## config.mk

```make
export PLATFORM = sky130hd
export DESIGN_NAME = adbg_wb_burst_biu_flat
export DESIGN_NICKNAME = d
export VERILOG_FILES = /design/src/rtl/adbg_wb_burst_biu_pkg.sv /design/src/rtl/adbg_wb_burst_biu_if.sv /design/src/rtl/adbg_wb_burst_biu_fifo.sv /design/src/rtl/adbg_wb_burst_biu.sv /design/src/flat_wrapper.sv
export SDC_FILE = /design/constraint.sdc
export NUM_CORES = 1
export LEC_CHECK = 0
export ABC_CLOCK_PERIOD_IN_PS = 3000
export CAP_MARGIN = 10
export CORE_MARGIN = 2
export CORE_UTILIZATION = 28
export DETAILED_ROUTE_END_ITERATION = 7
export HOLD_SLACK_MARGIN = 0.08
export PLACE_DENSITY = 0.46
export RECOVER_POWER = 50
export SLEW_MARGIN = 0
export SYNTH_ARGS = -nofsm -noshare
export SYNTH_HDL_FRONTEND = slang
export SYNTH_SLANG_ARGS = --single-unit
export TNS_END_PERCENT = 30
```

## constraint.sdc

```tcl
create_clock -name biu_clk -period 3 [get_ports biu_clk]
set_input_delay 0.45 -clock biu_clk [delete_from_list [all_inputs] [get_ports biu_clk]]
set_output_delay 0.45 -clock biu_clk [all_outputs]
set_load 0.005 [all_outputs]
```

## src/rtl/adbg_wb_burst_biu_pkg.sv

```systemverilog
// Shared types and helpers for the debug Wishbone burst BIU.
// Covers CTI/BTE codes, FSM states, and the beat size/lane/byte-select decode.
package adbg_wb_pkg;

    localparam logic [2:0] CTI_CLASSIC = 3'b000;
    localparam logic [2:0] CTI_INCR    = 3'b010;
    localparam logic [2:0] CTI_EOB     = 3'b111;
    localparam logic [1:0] BTE_LINEAR  = 2'b00;

    typedef enum logic [1:0] {
        IDLE  = 2'd0,
        WDATA = 2'd1,
        XFER  = 2'd2
    } biu_state_t;

    // Unsupported sizes fall back to a full-width beat.
    function automatic logic [3:0] size_norm(input logic [3:0] ws, input logic [3:0] nbytes);
        if (ws == 4'd1 || ws == 4'd2 || ws == 4'd4 || (ws == 4'd8 && nbytes == 4'd8))
            return ws;
        return nbytes;
    endfunction

    function automatic logic [2:0] lane_decode(input logic [3:0] size, input logic [2:0] addr_lo,
                                               input logic little_endian, input logic [3:0] nbytes);
        logic [3:0] lane;
        lane = {1'b0, addr_lo} & ~(size - 4'd1) & (nbytes - 4'd1);
        if (!little_endian)
            lane = nbytes - size - lane;
        return lane[2:0];
    endfunction

    function automatic logic [7:0] sel_decode(input logic [3:0] size, input logic [2:0] addr_lo,
                                              input logic little_endian, input logic [3:0] nbytes);
        logic [15:0] mask;
        mask = ((16'd1 << size) - 16'd1) << lane_decode(size, addr_lo, little_endian, nbytes);
        return mask[7:0];
    endfunction

endpackage

```

## src/rtl/adbg_wb_burst_biu_if.sv

```systemverilog
// Wishbone B3 bus bundle between the debug BIU (master) and the interconnect (slave).
interface adbg_wb_if #(
    parameter int ADDR_WIDTH = 32,
    parameter int DATA_WIDTH = 32
);
    logic                    wb_cyc_o;
    logic                    wb_stb_o;
    logic                    wb_we_o;
    logic [ADDR_WIDTH-1:0]   wb_adr_o;
    logic [DATA_WIDTH/8-1:0] wb_sel_o;
    logic [DATA_WIDTH-1:0]   wb_dat_o;
    logic [2:0]              wb_cti_o;
    logic [1:0]              wb_bte_o;
    logic [DATA_WIDTH-1:0]   wb_dat_i;
    logic                    wb_ack_i;
    logic                    wb_err_i;

    modport master (
        output wb_cyc_o, wb_stb_o, wb_we_o, wb_adr_o, wb_sel_o, wb_dat_o, wb_cti_o, wb_bte_o,
        input  wb_dat_i, wb_ack_i, wb_err_i
    );

    modport slave (
        input  wb_cyc_o, wb_stb_o, wb_we_o, wb_adr_o, wb_sel_o, wb_dat_o, wb_cti_o, wb_bte_o,
        output wb_dat_i, wb_ack_i, wb_err_i
    );
endinterface

```

## src/rtl/adbg_wb_burst_biu_fifo.sv

```systemverilog
// Small synchronous read-data FIFO; pointers carry an extra MSB to tell full from empty.
module adbg_sync_fifo #(
    parameter int WIDTH = 32,
    parameter int DEPTH = 4
) (
    input  logic             clk,
    input  logic             rst_n,
    input  logic             push,
    input  logic [WIDTH-1:0] wdata,
    input  logic             pop,
    output logic [WIDTH-1:0] rdata,
    output logic             full,
    output logic             empty
);
    localparam int AW = $clog2(DEPTH);

    logic [AW:0]      wr_ptr_reg;
    logic [AW:0]      rd_ptr_reg;
    logic [WIDTH-1:0] mem [DEPTH];
    logic             do_push;
    logic             do_pop;

    assign empty   = (wr_ptr_reg == rd_ptr_reg);
    assign full    = (wr_ptr_reg[AW] != rd_ptr_reg[AW]) && (wr_ptr_reg[AW-1:0] == rd_ptr_reg[AW-1:0]);
    // A push into a full FIFO is fine when the head is leaving in the same cycle.
    assign do_push = push && (!full || pop);
    assign do_pop  = pop && !empty;
    assign rdata   = mem[rd_ptr_reg[AW-1:0]];

    always_ff @(posedge clk or negedge rst_n) begin
        if (!rst_n) begin
            wr_ptr_reg <= '0;
            rd_ptr_reg <= '0;
        end else begin
            if (do_push) wr_ptr_reg <= wr_ptr_reg + 1'b1;
            if (do_pop)  rd_ptr_reg <= rd_ptr_reg + 1'b1;
        end
    end

    always_ff @(posedge clk) begin
        if (do_push) mem[wr_ptr_reg[AW-1:0]] <= wdata;
    end
endmodule

```

## src/rtl/adbg_wb_burst_biu.sv

```systemverilog
// Debug-port Wishbone B3 burst master: one command becomes a single or incrementing burst.
// Optional ack timeout is compiled in with `define ADBG_WB_TIMEOUT_EN.
module adbg_wb_burst_biu
    import adbg_wb_pkg::*;
#(
    parameter int LITTLE_ENDIAN  = 1,
    parameter int ADDR_WIDTH     = 32,
    parameter int DATA_WIDTH     = 32,
    parameter int MAX_BURST      = 16,
    parameter int RFIFO_DEPTH    = 4,
    parameter int TIMEOUT_CYCLES = 255
) (
    input  logic                          biu_clk,
    input  logic                          biu_rst_n,
    input  logic                          biu_strb,
    output logic                          biu_rdy,
    input  logic                          biu_rw,
    input  logic [ADDR_WIDTH-1:0]         biu_addr,
    input  logic [3:0]                    biu_word_size,
    input  logic [$clog2(MAX_BURST):0]    biu_burst_len,
    input  logic [DATA_WIDTH-1:0]         biu_di,
    input  logic                          biu_di_valid,
    output logic                          biu_di_ready,
    output logic [DATA_WIDTH-1:0]         biu_do,
    output logic                          biu_do_valid,
    input  logic                          biu_do_ready,
    output logic                          biu_err,
    output logic                          biu_busy,
    adbg_wb_if.master                     wb
);
    localparam int         NB     = DATA_WIDTH / 8;
    localparam int         LEN_W  = $clog2(MAX_BURST) + 1;
    localparam int         LANE_W = (NB == 8) ? 3 : 2;
    localparam logic [3:0] NB4    = 4'(NB);

    biu_state_t            state_reg, state_next;
    logic [ADDR_WIDTH-1:0] addr_reg, addr_next;
    logic [3:0]            size_reg, size_next;
    logic [LEN_W-1:0]      rem_reg, rem_next;
    logic                  rw_reg, rw_next;
    logic                  burst_reg, burst_next;
    logic                  err_reg, err_next;
    logic                  beat_reg, beat_next;
    logic [DATA_WIDTH-1:0] dat_reg, dat_next;

    logic                  cyc, stb, push, timeout;
    logic                  fifo_full, fifo_empty;
    logic [LEN_W-1:0]      cmd_len;
    logic [2:0]            addr_lo, lane;
    logic [7:0]            sel_full;
    logic [DATA_WIDTH-1:0] di_masked, rd_shifted, rd_steered, wr_steered;

    assign addr_lo  = 3'(addr_reg[LANE_W-1:0]);
    assign lane     = lane_decode(size_reg, addr_lo, LITTLE_ENDIAN != 0, NB4);
    assign sel_full = sel_decode(size_reg, addr_lo, LITTLE_ENDIAN != 0, NB4);

    // Write data is right-justified on input; read data leaves right-justified and zero-filled.
    assign rd_shifted = wb.wb_dat_i >> {lane, 3'b000};
    assign wr_steered = di_masked << {lane, 3'b000};
    for (genvar gi = 0; gi < NB; gi++) begin : g_lane
        assign di_masked[8*gi +: 8]  = (4'(gi) < size_reg) ? biu_di[8*gi +: 8] : 8'h00;
        assign rd_steered[8*gi +: 8] = (4'(gi) < size_reg) ? rd_shifted[8*gi +: 8] : 8'h00;
    end

    always_comb begin
        cmd_len = biu_burst_len;
        if (biu_burst_len == '0)
            cmd_len = LEN_W'(1);
        else if (biu_burst_len > LEN_W'(MAX_BURST))
            cmd_len = LEN_W'(MAX_BURST);
    end

    // cyc stays up between write beats so the burst is not broken while data trickles in.
    assign cyc = (state_reg == XFER) || (state_reg == WDATA && beat_reg);
    assign stb = (state_reg == XFER) && (!rw_reg || !fifo_full);

`ifdef ADBG_WB_TIMEOUT_EN
    localparam int TW = $clog2(TIMEOUT_CYCLES + 1);
    logic [TW-1:0] tmo_reg;

    always_ff @(posedge biu_clk or negedge biu_rst_n) begin
        if (!biu_rst_n)
            tmo_reg <= '0;
        else if (!stb || wb.wb_ack_i || wb.wb_err_i || timeout)
            tmo_reg <= '0;
        else
            tmo_reg <= tmo_reg + 1'b1;
    end

    assign timeout = stb && (tmo_reg == TW'(TIMEOUT_CYCLES - 1));
`else
    // No watchdog: a beat waits for its slave indefinitely.
    assign timeout = (TIMEOUT_CYCLES < 0);
`endif

    always_ff @(posedge biu_clk or negedge biu_rst_n) begin
        if (!biu_rst_n) begin
            state_reg <= IDLE;
            addr_reg  <= '0;
            size_reg  <= '0;
            rem_reg   <= '0;
            rw_reg    <= 1'b0;
            burst_reg <= 1'b0;
            err_reg   <= 1'b0;
            beat_reg  <= 1'b0;
            dat_reg   <= '0;
        end else begin
            state_reg <= state_next;
            addr_reg  <= addr_next;
            size_reg  <= size_next;
            rem_reg   <= rem_next;
            rw_reg    <= rw_next;
            burst_reg <= burst_next;
            err_reg   <= err_next;
            beat_reg  <= beat_next;
            dat_reg   <= dat_next;
        end
    end

    always_comb begin
        state_next   = state_reg;
        addr_next    = addr_reg;
        size_next    = size_reg;
        rem_next     = rem_reg;
        rw_next      = rw_reg;
        burst_next   = burst_reg;
        err_next     = err_reg;
        beat_next    = beat_reg;
        dat_next     = dat_reg;
        biu_rdy      = 1'b0;
        biu_di_ready = 1'b0;
        push         = 1'b0;
        case (state_reg)
            IDLE: begin
                biu_rdy = 1'b1;
                if (biu_strb) begin
                    addr_next  = biu_addr;
                    size_next  = size_norm(biu_word_size, NB4);
                    rem_next   = cmd_len;
                    burst_next = (cmd_len != LEN_W'(1));
                    rw_next    = biu_rw;
                    err_next   = 1'b0;
                    beat_next  = 1'b0;
                    state_next = biu_rw ? XFER : WDATA;
                end
            end
            WDATA: begin
                biu_di_ready = 1'b1;
                if (biu_di_valid) begin
                    dat_next   = wr_steered;
                    state_next = XFER;
                end
            end
            XFER: begin
                // Error beats win over a simultaneous ack and never reach the FIFO.
                if (stb && (wb.wb_err_i || timeout)) begin
                    err_next   = 1'b1;
                    state_next = IDLE;
                end else if (stb && wb.wb_ack_i) begin
                    rem_next  = rem_reg - LEN_W'(1);
                    addr_next = addr_reg + ADDR_WIDTH'(size_reg);
                    beat_next = 1'b1;
                    push      = rw_reg;
                    if (rem_reg == LEN_W'(1))
                        state_next = IDLE;
                    else if (!rw_reg)
                        state_next = WDATA;
                end
            end
            default: state_next = IDLE;
        endcase
    end

    adbg_sync_fifo #(
        .WIDTH (DATA_WIDTH),
        .DEPTH (RFIFO_DEPTH)
    ) u_rfifo (
        .clk   (biu_clk),
        .rst_n (biu_rst_n),
        .push  (push),
        .wdata (rd_steered),
        .pop   (biu_do_ready),
        .rdata (biu_do),
        .full  (fifo_full),
        .empty (fifo_empty)
    );

    assign biu_do_valid = !fifo_empty;
    assign biu_err      = err_reg;
    assign biu_busy     = (state_reg != IDLE);

    assign wb.wb_cyc_o = cyc;
    assign wb.wb_stb_o = stb;
    assign wb.wb_we_o  = cyc && !rw_reg;
    assign wb.wb_adr_o = addr_reg;
    assign wb.wb_sel_o = cyc ? sel_full[NB-1:0] : '0;
    assign wb.wb_dat_o = dat_reg;
    assign wb.wb_cti_o = !cyc       ? CTI_CLASSIC :
                         !burst_reg ? CTI_CLASSIC :
                         (rem_reg == LEN_W'(1)) ? CTI_EOB : CTI_INCR;
    assign wb.wb_bte_o = BTE_LINEAR;
endmodule

```

## src/flat_wrapper.sv

```systemverilog
// flat-port wrapper written by rule: the top's interface ports become plain ports
module adbg_wb_burst_biu_flat import adbg_wb_pkg::*;
#(
    parameter int LITTLE_ENDIAN  = 1,
    parameter int ADDR_WIDTH     = 32,
    parameter int DATA_WIDTH     = 32,
    parameter int MAX_BURST      = 16,
    parameter int RFIFO_DEPTH    = 4,
    parameter int TIMEOUT_CYCLES = 255
)
  (biu_clk, biu_rst_n, biu_strb, biu_rdy, biu_rw, biu_addr, biu_word_size, biu_burst_len, biu_di, biu_di_valid, biu_di_ready, biu_do, biu_do_valid, biu_do_ready, biu_err, biu_busy, wb_wb_cyc_o, wb_wb_stb_o, wb_wb_we_o, wb_wb_adr_o, wb_wb_sel_o, wb_wb_dat_o, wb_wb_cti_o, wb_wb_bte_o, wb_wb_dat_i, wb_wb_ack_i, wb_wb_err_i);
  adbg_wb_if #(.ADDR_WIDTH(ADDR_WIDTH), .DATA_WIDTH(DATA_WIDTH)) wb_i ();
  input  logic biu_clk;
  input  logic biu_rst_n;
  input  logic biu_strb;
  output logic biu_rdy;
  input  logic biu_rw;
  input  logic [ADDR_WIDTH-1:0] biu_addr;
  input  logic [3:0] biu_word_size;
  input  logic [$clog2(MAX_BURST):0] biu_burst_len;
  input  logic [DATA_WIDTH-1:0] biu_di;
  input  logic biu_di_valid;
  output logic biu_di_ready;
  output logic [DATA_WIDTH-1:0] biu_do;
  output logic biu_do_valid;
  input  logic biu_do_ready;
  output logic biu_err;
  output logic biu_busy;
  output wire logic [$bits(wb_i.wb_cyc_o)-1:0] wb_wb_cyc_o;
  output wire logic [$bits(wb_i.wb_stb_o)-1:0] wb_wb_stb_o;
  output wire logic [$bits(wb_i.wb_we_o)-1:0] wb_wb_we_o;
  output wire logic [$bits(wb_i.wb_adr_o)-1:0] wb_wb_adr_o;
  output wire logic [$bits(wb_i.wb_sel_o)-1:0] wb_wb_sel_o;
  output wire logic [$bits(wb_i.wb_dat_o)-1:0] wb_wb_dat_o;
  output wire logic [$bits(wb_i.wb_cti_o)-1:0] wb_wb_cti_o;
  output wire logic [$bits(wb_i.wb_bte_o)-1:0] wb_wb_bte_o;
  input wire logic [$bits(wb_i.wb_dat_i)-1:0] wb_wb_dat_i;
  input wire logic [$bits(wb_i.wb_ack_i)-1:0] wb_wb_ack_i;
  input wire logic [$bits(wb_i.wb_err_i)-1:0] wb_wb_err_i;
  assign wb_wb_cyc_o = wb_i.wb_cyc_o;
  assign wb_wb_stb_o = wb_i.wb_stb_o;
  assign wb_wb_we_o = wb_i.wb_we_o;
  assign wb_wb_adr_o = wb_i.wb_adr_o;
  assign wb_wb_sel_o = wb_i.wb_sel_o;
  assign wb_wb_dat_o = wb_i.wb_dat_o;
  assign wb_wb_cti_o = wb_i.wb_cti_o;
  assign wb_wb_bte_o = wb_i.wb_bte_o;
  assign wb_i.wb_dat_i = wb_wb_dat_i;
  assign wb_i.wb_ack_i = wb_wb_ack_i;
  assign wb_i.wb_err_i = wb_wb_err_i;
  adbg_wb_burst_biu #(.LITTLE_ENDIAN(LITTLE_ENDIAN), .ADDR_WIDTH(ADDR_WIDTH), .DATA_WIDTH(DATA_WIDTH), .MAX_BURST(MAX_BURST), .RFIFO_DEPTH(RFIFO_DEPTH), .TIMEOUT_CYCLES(TIMEOUT_CYCLES)) u_core (.biu_clk(biu_clk), .biu_rst_n(biu_rst_n), .biu_strb(biu_strb), .biu_rdy(biu_rdy), .biu_rw(biu_rw), .biu_addr(biu_addr), .biu_word_size(biu_word_size), .biu_burst_len(biu_burst_len), .biu_di(biu_di), .biu_di_valid(biu_di_valid), .biu_di_ready(biu_di_ready), .biu_do(biu_do), .biu_do_valid(biu_do_valid), .biu_do_ready(biu_do_ready), .biu_err(biu_err), .biu_busy(biu_busy), .wb(wb_i));
endmodule
```

Word level (Yosys, flattened, before mapping) --
Memory sizes are Yosys's and may differ from the RTL's. Index checks and enable logic that the tools add are counted.
Word-level totals: bits in registers 85, RAM bits 128, input bits 113, output and inout port bits 113, memories kept 1
Memories:
- u_core.u_rfifo.mem | words 4, bits a word 32, rd ports 1, clocked after memory_dff 0, write ports 1, RTL line adbg_wb_burst_biu_fifo.sv:19 | logic [WIDTH-1:0] mem [DEPTH];
Operators by class: add/subtract/negate cells 6, magnitude comparators 5, equal/unequal tests 17, shift-type cells 4, mux-type cells 48, bitwise operators 2, reductions and logical operators 25
Operators by type and width (count):
- $mux 32 | 3
- $mux 8 | 8
- $pmux 32 s2 | 1
- $add 32x4->32 | 1
- $shl 32x5->32 | 1
- $shr 32x5->32 | 1
- $mux 5 | 5
- $shl 1x4->16 const A | 1
- $shl 16x2->4 | 1
- $sub 16x1->16 const B | 1
- $mux 1 | 14
- $mux 2 | 7
- $mux 4 | 3
- $ne 2x2->1 const B | 5
- $pmux 5 s2 | 1
- $mux 3 | 3
- $logic_and 1x1->1 | 8
- $lt 1x4->1 const A | 2
- $lt 2x4->1 const A | 2
- $reduce_and 4->1 | 2
- $add 3x1->3 const B | 2
- $pmux 2 s3 | 1
- $eq 5x1->1 const B | 1
- $gt 5x5->1 const B | 1
- other kinds (23) | 32

Depth between registers and ports, before layout --
Gate-level depths: netlist (run 1).
word-level depth 12, gate-level depth with buffers 10, mapped depth without buffers 9

Cells and area by module --
A second synthesis (run 1) with hierarchy kept.
Second synthesis, totals: cell total of the unflattened synthesis 883, area total of the unflattened synthesis 10542.6 sq um
Modules (own cells, without submodules):
- adbg_wb_burst_biu | times used 1, cells each 669, area each 5474.0 sq um, seq. area each 1976.9 sq um
- adbg_sync_fifo | times used 1, cells each 214, area each 5068.6 sq um, seq. area each 3993.8 sq um

Worst setup path before layout (run 1) --
Ideal clock, no wire load.
kind reg-to-reg, from register u_core.size_reg[0], to register u_core.addr_reg[30] (netlist: u_core.wb.wb_adr_o[30]), setup time 0.133 ns, data arrival time 2.393 ns, data required time 2.867 ns, path slack 0.474 ns, stages on the path, launching flop included 11, path buffers 2, period minus slack after synthesis 2.526 ns, cell sequence dfrtp_1 ha_1 inv_1 clkbuf_1 fa_1 nand2b_1 a21oi_1 clkbuf_1 a31oi_1 a2111oi_2 a21oi_1
Between the ends: cells in the longest elaborated chain, start to end 4
RTL lines:
- start: declaration | RTL line adbg_wb_burst_biu.sv:38 | logic [3:0] size_reg, size_next;
- start signal: assignment | RTL line adbg_wb_burst_biu.sv:110 | size_reg <= size_next;
- $add 32x4->32 | RTL line adbg_wb_burst_biu.sv:161 | addr_next = addr_reg + ADDR_WIDTH'(size_reg);
- $mux 32 | RTL line adbg_wb_burst_biu.sv:159 | end else if (stb && wb.wb_ack_i) begin
- $mux 32 | RTL line adbg_wb_burst_biu.sv:156 | if (stb && (wb.wb_err_i || timeout)) begin
- $pmux 32 s2 | RTL line adbg_wb_burst_biu.sv:133 | case (state_reg)
- end signal: assignment | RTL line adbg_wb_burst_biu.sv:109 | addr_reg <= addr_next;
- end: declaration | RTL line adbg_wb_burst_biu.sv:37 | logic [ADDR_WIDTH-1:0] addr_reg, addr_next;
No other way between the ends. The select of a mux whose other input is x is not followed. A chain may end at the register's enable or synchronous reset.

Worst setup path after layout (run 1) --
from register u_core.size_reg[1], to output wb_wb_sel_o[0]
Between the ends: cells in the longest elaborated chain, start to end 5, elaborated cells on any way between the ends 7, those cells by class add/sub: 2; shift: 2; mux: 1; bitwise: 2
RTL lines:
- parallel branches: the longest is 3 deep, another holds $sub 16x1->16
- $shl 16x2->4 * | RTL line adbg_wb_burst_biu_pkg.sv:35 | mask = ((16'd1 << size) - 16'd1) << lane_decode(size, addr_lo, little_endian, nbytes);
- $mux 4 * | RTL line adbg_wb_burst_biu.sv:196 | assign wb.wb_sel_o = cyc ? sel_full[NB-1:0] : '0;
- end: declaration | RTL line flat_wrapper.sv:33 | output wire logic [$bits(wb_i.wb_sel_o)-1:0] wb_wb_sel_o;
Mark *: on every way between the ends.

==> results of run 1 <==
cells in the mapped netlist, types with 3 or more instances:
cell	instances	area (µm²)
buf_4	4	30.0
nand3_1	35	175
o22a_1	8	70.1
edfxtp_1	128	3840
o221ai_1	5	43.8
buf_1	10	37.5
nor3_2	3	30.0
a22oi_1	8	60.1
dfrtp_1	85	2130
nor2_1	68	255
nor2b_1	3	18.8
o21ai_0	56	280
mux4_2	32	721
nor4_1	3	18.8
xnor2_1	6	52.6
a211oi_1	12	90.1
mux2i_1	18	180
or3_1	4	25.0
and2_1	20	125
clkbuf_1	30	113
nor3b_1	5	37.5
a21oi_1	39	195
buf_2	16	80.1
nand2b_1	6	37.5
xor2_1	4	35.0
o22ai_1	6	37.5
ha_1	17	213
a32oi_1	5	43.8
o211ai_1	6	45.0
a31oi_1	21	131
o32ai_1	3	26.3
nand4_1	13	81.3
a41oi_1	3	26.3
nor3_1	13	65.1
and3_1	14	87.6
nand2_1	93	349
a22o_1	17	149
inv_1	20	75.1
final timing paths:
path / from / end / slack [ns] / depth (start not counted)
min in group asynchronous: biu_rst_n / u_core.wb.wb_adr_o[17]$_DFFE_PN0P_ / 0.81 / 2
worst min register to register: u_core.wb.wb_dat_o[21]$_DFFE_PN0P_ / u_core.wb.wb_dat_o[21]$_DFFE_PN0P_ / 0.48 / 2
worst max register to register: u_core.size_reg[0]$_DFFE_PN0P_ / u_core.wb.wb_adr_o[12]$_DFFE_PN0P_ / 0.26 / 9
worst max-delay path: u_core.size_reg[1]$_DFFE_PN0P_ / wb_wb_sel_o[0] / 0.05 / 6
worst min-delay path: u_core.wb.wb_dat_o[21]$_DFFE_PN0P_ / u_core.wb.wb_dat_o[21]$_DFFE_PN0P_ / 0.48 / 2
max in group asynchronous: biu_rst_n / u_core.u_rfifo.rd_ptr_reg[0]$_DFFE_PN0P_ / 0.49 / 3
cells in the final DEF, fill, tap and decap left out, types with 15 or more instances in the layout:
cell type        synthesis  final
clkdlybuf4s50_1          0    192
a22o_1                  17     17
inv_1                   20     18
mux4_2                  32     32
nand2_1                 93     93
a21oi_1                 39     37
clkbuf_16                0     25
ha_1                    17     15
buf_4                    4     31
and2_1                  20     19
mux2i_1                 18     18
o21ai_0                 56     56
nor2_1                  68     67
edfxtp_1               128    128
a31oi_1                 21     21
dfrtp_1                 85     84
dlygate4sd3_1            0     28
nand3_1                 35     35
metrics by stage:
step	hold slack, ns	std cells	cell area, µm²	total power [mW]	setup TNS [ns]
finish	0.478	1602	14200	13.3	0
global route	0.502	1602	14200	14.2	-0.0278
CTS	0.475	1598	14200	13.6	0
detailed placement	0.479	1551	13400	10.5	0
global placement	0.468	1550	13400	10.5	0
floorplan	0.154	884	10500	7.58	0
final cells by class:
class                   instances  area, µm²  share of cell area (%)
flip-flops and latches        213       5970                    42.1
well taps                     468        586                    4.13
clock buffers                  36        687                    4.84
clock inverters                10       93.8                   0.662
repair buffers                265       2580                    18.2
diodes                          2       5.00                  0.0353
multi-input cells             588       4180                    29.5
inverters                      20       75.1                   0.529
metal layers:
| metal | global-route usage, % | wire length (µm) |
|---|---|---|
| met1 | 23.5 | 15100 |
| met2 | 26.6 | 15200 |
| met3 | 3.23 | 1980 |
| met4 | 3.90 | 622 |
| met5 | 0 | 12 |
critical path, delay by kind of cell (launching register included):
family,cells,cell delay (ns)
flip-flops,1,0.38
buffers and inverters,3,0.87
AND/OR/NAND/NOR,2,0.53
adder cells (fa/ha/maj),1,0.17
power groups by stage:
stage	Clock [mW]	Combinational [mW]	Sequential, mW
2_1_floorplan	0	3.22	4.37
3_3_place_gp	0	5.97	4.55
3_5_place_dp	0	6.00	4.54
4_1_cts	3.00	6.04	4.51
5_1_grt	3.11	6.47	4.60
6_report	2.91	5.87	4.50
cells by family after synthesis:
group	share of synthesized area (%)
buffers and inverters	3.59
muxes	8.81
adders and majority gates	2.22
xor gates and xnor gates	0.836
and+or+nand+nor	13.3
DFF	57.0
other	0.0358
AOI/OAI and AO/OA	14.3
timing repair:
item                                    4_1_cts  5_1_grt
endpoints found under the setup margin       11        3
pin swaps                                     2        3
hold buffers                                  1        0
resized for setup                            13        5
buffers inserted                              0        2
endpoints found under the hold margin        52        0
==> metrics.cfg, run 1 <==
[sta]
fmax_mhz=339
post-route-period-util_pct=98.3
rsz0062_at_grt=true
layout_min_cycle_time_ns=2.95
setup_ws_ns=0.0510
relSlewSlack_pct=-3.54
worst_slew_pin_slew_ns=1.55
hold_viol_final=0
setup_violations=0
fin_skew_ns=0.0155
slew_violations=55

[clock_tree]
clock_latency_ns=0.54
clockBufferDepth=3
clock_sinks=213
htreeDepth=1
ctsRootBufferMaster=clkbuf_16
cts_buffers=25
cts_tree=yes
cts.reportedPaths.clkPinSlew_ns=0.06

[drt]
vias_per_cell=5.08
vias=8146
dr.pass1.iters=5
ant_nets=0
wl_per_cell_um=20.6
wirelength_um=32900
drt_iter0_drc=476
drc_errors=0

[worst_setup_path]
cp.required_ns=2.55
cp_cell_sequence=inv_2 > ha_2 > and2_1 > buf_4 > nor4_2 > clkdlybuf4s50_1
cp.arrival_ns=2.50
end_kind=output pin
crit_type=reg -> out
startpoint_type=flip-flop
critPathSlowestCell=clkdlybuf4s50_1
path_max_fanout=20
max_stage_delay_ns=0.59

[finish]
fin_util_pct=38.6
drive_gt1_share_pct=12.2
fillers=3539
largest_reg_flops=128
area_growth_pct=35.3
nets=1244

[power]
switching_share_pct=36.5
power_density_mw_per_mm2=937
clkPwrFrac_pct=21.9
p_leak_nw=5.20
vdd_drop_max_v=0.000393
internal-power_mw=8.44
seqPwrFrac_pct=33.9
switching_power_mw=4.85
power_frac_comb_pct=44.2

[logic_synthesis]
syn_area_per_cell_um2=11.9
yosys_warnings=0
syn_area_mm2=0.0105
ys_types=71
ys_seq_elements=213
ys_seq_area_share_pct=57.0
ys_async_sr_fraction_pct=39.9
synth_edf_count=128
synthFlopType=edfxtp_1
syn_inst=883

[status]
outcome=finished, violations left
violations=capacitance limit, slew limit

[die]
boundaryPins=226
start_util_pct=28.6
die_h_um=197
core_mm2=0.0367
die_area_mm2=0.0390
num_rows=70
fp.dieW_um=197

[global_route]
grt_max_degree=55
antenna_found_initial=3
grt_overflow_total=0
first_global_vias=8192
track_usage_pct=16.7
grt_pass1_wl_um=50300

[place]
io_buffer_count=223
hpwl_um=23400
place_ws_ns=0.197
gp_congestion=0.790

[run]
maxCapViolations=1

[worst_hold_path]
hold_class=reg -> reg

(Power assumes the default switching activity.)
==> run 2, diff against run 1 <==
- SLEW_MARGIN: 0 -> 20
==> run 2 against run 1 <==
Net effect: setup slack better by 0.032 ns; via count is 0.56% lower; worst hold slack improved by 0.0025 ns; critical path depth unchanged; the flow still finishes with violations (capacitance limit, slew limit); first-iteration DRC count down 0.84%; clock skew is 0.0069 ns lower; global-route usage hardly changed; non-clock buffer count down 2; die area did not move.
==> metrics.cfg, run 2 (synthesis results as in run 1) <==
[sta]
fin_skew_ns=0.00862
hold_viol_final=0
layout_min_cycle_time_ns=2.92
setup_ws_ns=0.0829
fmax_mhz=343
setup_violations=0
worst_slew_pin_slew_ns=1.53
tns_ns=0
slew_violations=55
relSlewSlack_pct=-2.02
post-route-period-util_pct=97.2
timing.hold.ws_ns=0.480

[die]
core_mm2=0.0367
num_rows=70
start_util_pct=28.6
die_h_um=197
die_area_mm2=0.0390
fp.dieW_um=197
boundaryPins=226

[global_route]
grt_pass1_wl_um=50300
first_global_vias=8175
antenna_found_initial=4
grt_max_degree=55
grt_overflow_total=0
track_usage_pct=16.7

[place]
dpl-instance-area_mm2=0.0134
place_ws_ns=0.199
hpwl_um=23300
gp_congestion=0.790
io_buffer_count=223
dp_cells=1550

[drt]
drt_iter0_drc=472
vias_per_cell=5.07
ant_nets=0
wirelength_um=32900
drc_errors=0
wl_per_cell_um=20.6
vias=8100
dr.pass1.iters=6

[worst_setup_path]
max_stage_delay_ns=0.60
path_max_fanout=20
crit_end=wb_wb_sel_o[0]
end_kind=output pin
cp.required_ns=2.55
path_buf_inv=3
r2r-start=u_core.size_reg[0]$_DFFE_PN0P_
cp.depth=6
cp.arrival_ns=2.47
cp_cell_sequence=inv_2 > ha_2 > and2_1 > buf_4 > nor4_2 > clkdlybuf4s50_1
critical_path.startpoint=u_core.size_reg[0]$_DFFE_PN0P_
r2r_slack_ns=0.17
crit_type=reg -> out
critPathSlowestCell=clkdlybuf4s50_1
r2r-end=u_core.u_rfifo.mem[0][24]$_DFFE_PP_
startpoint_type=flip-flop
crit_family=buffers and inverters
rr_worst_depth=6

[worst_hold_path]
hold_class=reg -> reg

[finish]
fillers=3571
final_common_cell=clkdlybuf4s50_1
design_area_mm2=0.0141
largest_reg_flops=128
nets=1242
mostFrequentLayoutCells=clkdlybuf4s50_1, edfxtp_1, nand2_1
area_growth_pct=34.9
drive_gt1_share_pct=11.7
fin_util_pct=38.5
layout.cells.non_filler=1599

[clock_tree]
ctsRootBufferMaster=clkbuf_16
htreeDepth=1
clock_sinks=213
cts.reportedPaths.clkPinSlew_ns=0.06
cts_buffers=25
cts_tree=yes
clock_latency_ns=0.53
clockBufferDepth=3

[run]
maxCapViolations=1

[power]
vdd_drop_max_v=0.000443
power_density_mw_per_mm2=936
p_leak_nw=5.19
finalPower_mw=13.2

[status]
violations=capacitance limit, slew limit
outcome=finished, violations left

[run 2: cell types whose count changed in the layout (fill, tap and decap cells not counted), moves of 2 or more]
cell / previous run / this run
clkdlybuf4s50_1: 192 / 155
dlygate4sd3_1: 28 / 65
buf_4: 31 / 23
clkbuf_2: 3 / 7
buf_12: 5 / 3
clkdlybuf4s15_1: 0 / 2
[run 2: cell type report]
type	count	area (µm²)	area share, %
clock buffer	35	683	4.83
tap	468	586	4.14
timing repair buffer	263	2530	17.9
clock inverter	10	120	0.850
antenna	2	5.00	0.0354
sequential	213	5970	42.3
multi-input combinational	588	4160	29.4
inverter	20	75.1	0.531
[run 2: worst min path at each step]
stage | start | cells after the start | slack [ns] | endpoint
after CTS | biu_addr[0] | 3 | 0.48 | u_core.wb.wb_adr_o[0]$_DFFE_PN0P_
after global routing | biu_addr[0] | 3 | 0.51 | u_core.wb.wb_adr_o[0]$_DFFE_PN0P_
after detailed placement | u_core.wb.wb_dat_o[29]$_DFFE_PN0P_ | 2 | 0.48 | u_core.wb.wb_dat_o[29]$_DFFE_PN0P_
after global placement | u_core.wb.wb_dat_o[31]$_DFFE_PN0P_ | 2 | 0.47 | u_core.wb.wb_dat_o[31]$_DFFE_PN0P_
after floorplan | biu_rst_n | 0 | 0.15 | u_core.beat_reg$_DFFE_PN0P_
final | u_core.wb.wb_dat_o[23]$_DFFE_PN0P_ | 2 | 0.48 | u_core.wb.wb_dat_o[23]$_DFFE_PN0P_
[run 2: power by group]
part           switching, mW  internal, mW  total (mW)
sequential             0.613          3.88        4.49
combinational           2.98          2.76        5.74
clock                   1.23          1.77        3.00
total                   4.83          8.41        13.2
[run 2: repair_timing]
action	in CTS	in global routing
gates resized for setup	14	3
setup endpoints to repair	16	2
hold buffers	1	0
setup buffers	1	0
pin swaps	2	3
hold endpoints to repair	52	0
[run 2: tightest hold or removal path: stages (launching register included)]
cell	delay, ns
dfrtp_1	0.33
nand2_1	0.04
o21ai_0	0.07
[run 2: per-layer routing]
metal  up-vias  wire length, µm  global-route usage (%)
met3        46             1730                    2.83
met5         -               25                       0
met1      4000            15200                    23.7
li1       3808                -                       -
met2       242            15300                    26.8
met4         4              703                    3.95
